`src/rtl/uart_pkg.sv`:
```
// Constants and FSM state type shared by the UART transmit and receive queues.
package uart_pkg;

  localparam int UART_BYTE_W       = 8;
  localparam int UART_Q_DEPTH      = 16;
  localparam int UART_BUSY_TIMEOUT = 15;

  typedef enum logic [1:0] {
    TXQ_IDLE      = 2'd0,
    TXQ_LAUNCH    = 2'd1,
    TXQ_WAIT_BUSY = 2'd2,
    TXQ_WAIT_DONE = 2'd3
  } txq_state_e;

endpackage

```
`src/rtl/sync_fifo.sv`:
```
// Synchronous FIFO with wrap-bit pointers. Supports a synchronous flush that
// discards the queued contents and any write presented in the same cycle.
module sync_fifo #(
  parameter int DEPTH = 16,
  parameter int AW    = $clog2(DEPTH),
  parameter int W     = 8
) (
  input  logic          clk,
  input  logic          reset,
  input  logic          wr_en,
  input  logic [W-1:0]  wr_data,
  input  logic          rd_en,
  input  logic          flush,
  output logic [W-1:0]  rd_data,
  output logic          full,
  output logic          empty,
  output logic [AW:0]   level
);

  localparam logic [AW:0] PTR_ONE = (AW+1)'(1);

  logic [AW:0]  wr_ptr_q, wr_ptr_d;
  logic [AW:0]  rd_ptr_q, rd_ptr_d;
  logic [W-1:0] mem_q [DEPTH];
  logic         do_wr;
  logic         do_rd;

  assign empty = (wr_ptr_q == rd_ptr_q);
  assign full  = (wr_ptr_q[AW] != rd_ptr_q[AW]) &&
                 (wr_ptr_q[AW-1:0] == rd_ptr_q[AW-1:0]);
  assign level = wr_ptr_q - rd_ptr_q;

  assign do_rd = rd_en && !empty;
  // A full queue still takes a write when a pop frees a slot in the same cycle.
  assign do_wr = wr_en && !flush && (!full || do_rd);

  assign rd_data = mem_q[rd_ptr_q[AW-1:0]];

  always_comb begin
    wr_ptr_d = wr_ptr_q;
    rd_ptr_d = rd_ptr_q;
    if (do_wr) wr_ptr_d = wr_ptr_q + PTR_ONE;
    if (flush) rd_ptr_d = wr_ptr_q;
    else if (do_rd) rd_ptr_d = rd_ptr_q + PTR_ONE;
  end

  always_ff @(posedge clk or negedge reset) begin
    if (!reset) begin
      wr_ptr_q <= '0;
      rd_ptr_q <= '0;
    end else begin
      wr_ptr_q <= wr_ptr_d;
      rd_ptr_q <= rd_ptr_d;
    end
  end

  always_ff @(posedge clk) begin
    if (do_wr) mem_q[wr_ptr_q[AW-1:0]] <= wr_data;
  end

endmodule

```
`src/rtl/uart_tx_queue.sv`:
```
// UART transmit byte queue: buffers CPU writes and feeds the sender one byte
// at a time over the tx_en pulse / tx_status handshake.
//   state     | meaning
//   IDLE      | waiting for a queued byte and an idle sender
//   LAUNCH    | tx_en high for one cycle, tx_data holds the popped byte
//   WAIT_BUSY | waiting for the sender to go busy, bounded by BUSY_TIMEOUT
//   WAIT_DONE | frame in progress, waiting for the sender to go idle
module uart_tx_queue
  import uart_pkg::*;
#(
  parameter int DEPTH        = UART_Q_DEPTH,
  parameter int AW           = $clog2(DEPTH),
  parameter int BUSY_TIMEOUT = UART_BUSY_TIMEOUT
) (
  input  logic                   clk,
  input  logic                   reset,
  input  logic                   wr_en,
  input  logic [UART_BYTE_W-1:0] wr_data,
  input  logic                   flush,
  input  logic                   clr_err,
  input  logic                   tx_status,
  output logic                   tx_en,
  output logic [UART_BYTE_W-1:0] tx_data,
  output logic                   full,
  output logic                   empty,
  output logic [AW:0]            level,
  output logic                   overflow,
  output logic                   timeout,
  output logic                   done_pulse
);

  localparam int CW = $clog2(BUSY_TIMEOUT + 1);
  localparam logic [CW-1:0] CNT_LAST = CW'(BUSY_TIMEOUT - 1);
  localparam logic [CW-1:0] CNT_ONE  = CW'(1);

  txq_state_e             state_q, state_d;
  logic [CW-1:0]          cnt_q, cnt_d;
  logic [UART_BYTE_W-1:0] tx_data_q, tx_data_d;
  logic                   overflow_q, overflow_d;
  logic                   timeout_q, timeout_d;
  logic                   done_q, done_d;
  logic                   pop;
  logic                   ovf_set;
  logic                   to_set;
  logic [UART_BYTE_W-1:0] fifo_rd_data;
  logic                   fifo_full;
  logic                   fifo_empty;

  sync_fifo #(
    .DEPTH (DEPTH),
    .AW    (AW),
    .W     (UART_BYTE_W)
  ) u_fifo (
    .clk     (clk),
    .reset   (reset),
    .wr_en   (wr_en),
    .wr_data (wr_data),
    .rd_en   (pop),
    .flush   (flush),
    .rd_data (fifo_rd_data),
    .full    (fifo_full),
    .empty   (fifo_empty),
    .level   (level)
  );

  assign pop     = (state_q == TXQ_IDLE) && !fifo_empty && tx_status;
  // A write lost to flush is intentional, so only a genuinely full queue flags it.
  assign ovf_set = wr_en && !flush && fifo_full && !pop;

  always_comb begin
    state_d   = state_q;
    cnt_d     = cnt_q;
    tx_data_d = tx_data_q;
    done_d    = 1'b0;
    to_set    = 1'b0;
    case (state_q)
      TXQ_IDLE: begin
        if (pop) begin
          tx_data_d = fifo_rd_data;
          state_d   = TXQ_LAUNCH;
        end
      end
      TXQ_LAUNCH: begin
        cnt_d   = '0;
        state_d = TXQ_WAIT_BUSY;
      end
      TXQ_WAIT_BUSY: begin
        if (!tx_status) begin
          state_d = TXQ_WAIT_DONE;
        end else if (cnt_q == CNT_LAST) begin
          to_set  = 1'b1;
          state_d = TXQ_IDLE;
        end else begin
          cnt_d = cnt_q + CNT_ONE;
        end
      end
      TXQ_WAIT_DONE: begin
        if (tx_status) begin
          done_d  = 1'b1;
          state_d = TXQ_IDLE;
        end
      end
      default: state_d = TXQ_IDLE;
    endcase
  end

  assign overflow_d = ovf_set | (overflow_q & ~clr_err);
  assign timeout_d  = to_set  | (timeout_q  & ~clr_err);

  always_ff @(posedge clk or negedge reset) begin
    if (!reset) begin
      state_q    <= TXQ_IDLE;
      cnt_q      <= '0;
      tx_data_q  <= '0;
      overflow_q <= 1'b0;
      timeout_q  <= 1'b0;
      done_q     <= 1'b0;
    end else begin
      state_q    <= state_d;
      cnt_q      <= cnt_d;
      tx_data_q  <= tx_data_d;
      overflow_q <= overflow_d;
      timeout_q  <= timeout_d;
      done_q     <= done_d;
    end
  end

  assign tx_en      = (state_q == TXQ_LAUNCH);
  assign tx_data    = tx_data_q;
  assign full       = fifo_full;
  assign empty      = fifo_empty;
  assign overflow   = overflow_q;
  assign timeout    = timeout_q;
  assign done_pulse = done_q;

endmodule

```
`config.mk`:
```
export PLATFORM = sky130hd
export DESIGN_NAME = uart_tx_queue
export DESIGN_NICKNAME = d
export VERILOG_FILES = /design/src/rtl/uart_pkg.sv /design/src/rtl/sync_fifo.sv /design/src/rtl/uart_tx_queue.sv
export SDC_FILE = /design/constraint.sdc
export NUM_CORES = 1
export LEC_CHECK = 0
export CAP_MARGIN = 20
export CORE_UTILIZATION = 59
export DETAILED_ROUTE_END_ITERATION = 10
export HOLD_SLACK_MARGIN = 0.02
export MAX_ROUTING_LAYER = met4
export PLACE_DENSITY = 0.78
export SYNTH_ARGS = -nofsm -noshare
export SYNTH_HDL_FRONTEND = slang
export SYNTH_SLANG_ARGS = --single-unit
```
`constraint.sdc`:
```
create_clock -name clk -period 3.2 [get_ports clk]
set_input_delay 0.8 -clock clk [delete_from_list [all_inputs] [get_ports clk]]
set_output_delay 0.8 -clock clk [all_outputs]
set_load 0.05 [all_outputs]
```
Word level (Yosys, flattened, before mapping) --
Memories as Yosys holds them, arrays and structs flattened. A register that Yosys moved wholly into a read port is not among the register bits. Index checks and enable logic that the tools add are counted.
Storage, ports and cells: word-level logic and storage cells 66, memories 1, RAM bits 128, register bits after elaboration 19, input bits 14
Memory list:
- u_fifo.mem_q | words 16, width 8, rd ports 1, clocked after memory_dff 1, wr ports 1, line sync_fifo.sv:24 | logic [W-1:0] mem_q [DEPTH];
Cells by class: $add $sub $neg 4, bitwise gates (word level) 5, eq/ne operators 12, mux-type cells 17, reductions and logical operators 20
Operators by type and width (number):
- 5-bit by 1-bit adder with 5-bit output (second input constant) | 2
- 5-bit 2-to-1 mux | 2
- 1-bit logical AND | 8
- 2-bit 2-to-1 mux | 4
- 4-bit 2-to-1 mux | 2
- 2-bit != test (second input constant) | 4
- 2-bit one-hot mux with 4 select lines | 1
- 4-bit one-hot mux with 2 select lines | 1
- 1-bit 2-to-1 mux | 7
- 3-bit AND reduction | 2
- 5-bit equality test | 1
- 1-bit logical NOT | 5
- 5-bit subtractor | 1
- 4-bit by 1-bit adder with 4-bit output (second input constant) | 1
- 2-bit equality test (second input constant) | 2
- 4-bit equality test | 1
- 4-bit equality test (second input constant) | 1
- 2-bit nonzero test | 2
- 3-bit != test (second input constant) | 1
- 1-bit bitwise AND | 2
- 2-bit by 1-bit equality test with 1-bit output (second input constant) | 1
- 2-bit logical NOT | 1
- 1-bit OR | 2
- 2-bit AND reduction | 1
- other kinds (3) | 3

Depth between registers and ports, before layout --
depth in word-level cells 9, mapped depth 9, depth with buffers taken out 7

By module --
Synthesis repeated with hierarchy kept, for this count alone.
Unflattened totals: cell total of the unflattened synthesis 370, area total of the unflattened synthesis 6536.3 um^2
By module, submodules not included:
- sync_fifo | cells an instance 308, times used 1, area each 5729.2 um^2, sequential area each 4093.9 um^2
- uart_tx_queue | cells an instance 62, times used 1, area each 807.0 um^2, sequential area each 425.4 um^2

Least setup slack after synthesis --
No wires, ideal clock.
kind reg2out, start point register u_fifo.rd_ptr_q[1], end point output level[3], stages on the path, launching flop included 8, arrival 2.303 ns, slack 0.097 ns, path through dfrtp_1 buf_2 buf_2 clkinv_1 ha_1 a21o_1 a21oi_1 xnor2_1
Between the ends: cells in the longest elaborated chain, start to end 1
RTL lines:
- start, declared | line sync_fifo.sv:23 | logic [AW:0] rd_ptr_q, rd_ptr_d;
- start signal, assigned | line sync_fifo.sv:53 | rd_ptr_q <= rd_ptr_d;
- 5-bit subtractor | line sync_fifo.sv:31 | assign level = wr_ptr_q - rd_ptr_q;
- end, declared | line uart_tx_queue.sv:26 | output logic [AW:0] level,
Every way passes these cells.

Worst setup path after layout --
start point register u_fifo.wr_ptr_q[0], end point output level[4]
Between the ends: cells in the longest elaborated chain, start to end 1
RTL lines:
- start, declared | line sync_fifo.sv:22 | logic [AW:0] wr_ptr_q, wr_ptr_d;
- start signal, assigned | line sync_fifo.sv:52 | wr_ptr_q <= wr_ptr_d;
- 5-bit subtractor | line sync_fifo.sv:31
Every way passes these cells.

==> metrics.csv <==
metric,value,unit
start_util,0.6147,
synth_ff_type,edfxtp_1,
ctsHtreeMaxLevel,4,
critical_path_arrival,2.28,ns
die_h,106.2,µm
cp-end-kind,output port,
required,2.40,ns
synth.distinct_cells,40,
cp_common_cell,inv_1,
cts_made_buffers,17,
drt_iter0_markers,494,
place.gp.congestion,0.8143,
synthCells,374,
run_status,"finished, final reports clean",
fin_worst_skew,0.008961,ns
viasPerCell,6.362,
holdPathStages,1,
grt_max_degree,36,
clk_latency,0.53,ns
path_max_fanout,4,
drive_gt1_frac,0.1953,
drv_cap,0,
cp_top_family,adder cells,
synth-edff-count,128,
final_cell_mix,"edfxtp_1 (128), nand2_1 (42), mux4_2 (32), dfrtp_1 (26), clkdlybuf4s50_1 (26)",
ys_warn_count,0,
gr-total-overflow,0,
rsz0062_at_grt,false,
whs,0.5108,ns
critPathLaunch,u_fifo.wr_ptr_q[0]$_DFFE_PN0P_,
synth-seq-area-share,0.7059,
clock-root-buffer,clkbuf_8,
start_kind,register,
cts_tree,built,
p_per_area,1026,mW/mm²
first_global_vias,3579,
postSynth.asyncResetShare,0.1742,
dr.pass1.iters,5,
fmax,0.3251,GHz
total_power,0.007745,W
wl_per_cell,24.10,µm
area_growth,17.92,%
row_count,37,
fillers,628,
cts.sinks,155,
critical_path_class,reg -> out,
setup-tns-final,0,ns
port_buffers,32,
period_needed,3.076,ns
final_common_cell,edfxtp_1,
path_depth,8,
hold_viol_final,0,
drv_slew,0,
die_w,106.2,µm
avgSynthCellArea,17.12,µm²
clk_pin_slew_worst_paths,0.06,ns
die-area,0.01127,mm²
ant_nets,0,
coreArea,0.01042,mm²
relSlewSlack,0.4288,
p_leak,2.759,nW
path_buf_inv,3,
hp-start,tx_data[7]$_DFFE_PN0P_,
tightestPinTransition,0.8567,ns
crit_chain,inv_1 > ha_1 > fa_1 > inv_1 > a21o_1 > a21oi_1 > xnor2_2 > buf_12,
place_hpwl,8189,µm
synth_nets,400,
ff2ff_path_depth,6,
via_count,3601,
drc,0,
hold_path.class,reg -> reg,
grt_pass1_wl,20940,µm
ys_ff_latch,155,
wl,13640,µm
cts_buffer_depth,2,
reg2reg_from,u_fifo.rd_ptr_q[1]$_DFFE_PN0P_,
syn_area,0.006402,mm²
slowest_stage,dfrtp_1,
fin_nets,444,
diodes,0,
ioPinCount,33,
peakVddDrop,0.001007,V
grt_usage,0.2753,
period_share,0.9613,
slowest_delay,0.40,ns
setup_violations,0,
antenna_found_initial,0,
through the flow:
step	cell area (µm²)	utilization	instances	worst slack, ns
floorplan	6402	-	374	0.09656
global placement	6917	0.6640	534	0.4178
detailed placement	6917	0.6640	534	0.3931
CTS	7542	0.7241	566	0.06190
global route	7550	0.7248	566	0.02041
finish	7550	0.7248	566	0.1239
logic make-up after synthesis:
family | count (synthesis) | share of synthesized area
adders and majority gates | 12 | 0.02462
AOI/OAI and AO/OA | 39 | 0.04065
muxes | 34 | 0.1157
DFF | 155 | 0.7059
buffers and inverters | 30 | 0.02345
and+or+nand+nor | 90 | 0.07055
xor gates and xnor gates | 14 | 0.01915
state kept, by name, indices dropped and copies added, names as in the netlist:
name / flops
done_pulse: 1
u_fifo.rd_ptr_q: 5
u_fifo.wr_ptr_q: 5
u_fifo.mem_q: 128
state_q: 2
overflow: 1
cnt_q: 4
timeout: 1
tx_data: 8
synthesized netlist by cell type, types with 2 or more instances:
library cell | count | area share
edfxtp_1 | 128 | 0.60
nand2_1 | 42 | 0.025
mux4_2 | 32 | 0.11
dfrtp_1 | 27 | 0.11
and3_1 | 19 | 0.019
o21ai_0 | 12 | 0.0094
ha_1 | 11 | 0.021
inv_1 | 11 | 0.0064
nand3_1 | 11 | 0.0086
xnor2_1 | 9 | 0.012
a22o_1 | 8 | 0.011
a31oi_1 | 8 | 0.0078
buf_2 | 6 | 0.0047
xor2_1 | 5 | 0.0068
clkbuf_1 | 4 | 0.0023
nor2_1 | 4 | 0.0023
a21o_1 | 3 | 0.0035
buf_6 | 3 | 0.0053
nor2b_1 | 3 | 0.0029
a21oi_1 | 2 | 0.0016
and2_1 | 2 | 0.0020
buf_4 | 2 | 0.0023
inv_2 | 2 | 0.0012
mux2i_1 | 2 | 0.0031
nand3b_1 | 2 | 0.0023
o211ai_1 | 2 | 0.0023
worst reg2reg max path: cells and delay by family, from the launching register on:
| family | cells | cell delay (ns) |
|---|---|---|
| flops | 1 | 0.41 |
| simple gates | 2 | 0.68 |
| fa+ha+maj | 1 | 0.38 |
| compound gates | 1 | 0.18 |
| buf+inv | 2 | 0.42 |
final cells by class:
| class | count | area (µm²) | share of cell area |
|---|---|---|---|
| flip-flops and latches | 155 | 4521 | 0.5988 |
| inverters | 14 | 53.80 | 0.007126 |
| well taps | 136 | 170.2 | 0.02254 |
| multi-input cells | 189 | 1740 | 0.2305 |
| clock buffers | 17 | 414.1 | 0.05486 |
| repair buffers | 41 | 447.9 | 0.05933 |
| clock inverters | 14 | 202.7 | 0.02685 |
path summary, 6_finish.rpt:
path	slack, ns	end
min reg2reg	0.51	tx_data[7]$_DFFE_PN0P_
min in group asynchronous	0.66	u_fifo.rd_ptr_q[4]$_DFFE_PN0P_
max in group asynchronous	2.26	u_fifo.rd_ptr_q[0]$_DFFE_PN0P_
max reg2reg	0.78	u_fifo.mem_q[7][6]$_DFFE_PP_
min	0.51	tx_data[7]$_DFFE_PN0P_
max	0.12	level[4]
metal layers:
metal / GRT usage / vias up / wire length [µm] / share of wire
met5: - / - / 0 / 0
met1: 0.3743 / 1857 / 5664 / 0.42
met3: 0.05947 / 33 / 980 / 0.072
met2: 0.4096 / 174 / 6591 / 0.48
met4: 0.1161 / 0 / 407 / 0.030
li1: - / 1537 / - / -
where the power goes:
part           switching [W]  total [W]  internal [W]
registers           0.000184    0.00260       0.00242
logic                0.00176    0.00305       0.00128
clock network       0.000767    0.00210       0.00133
repair_timing:
action | in CTS | in global routing
gates resized for setup | 1 | 1
endpoints found under the setup margin | 2 | 1
pin swaps | 1 | 1
setup buffers | 1 | 0
hold buffers | 0 | 0
Power figures use the tool's default switching activity.
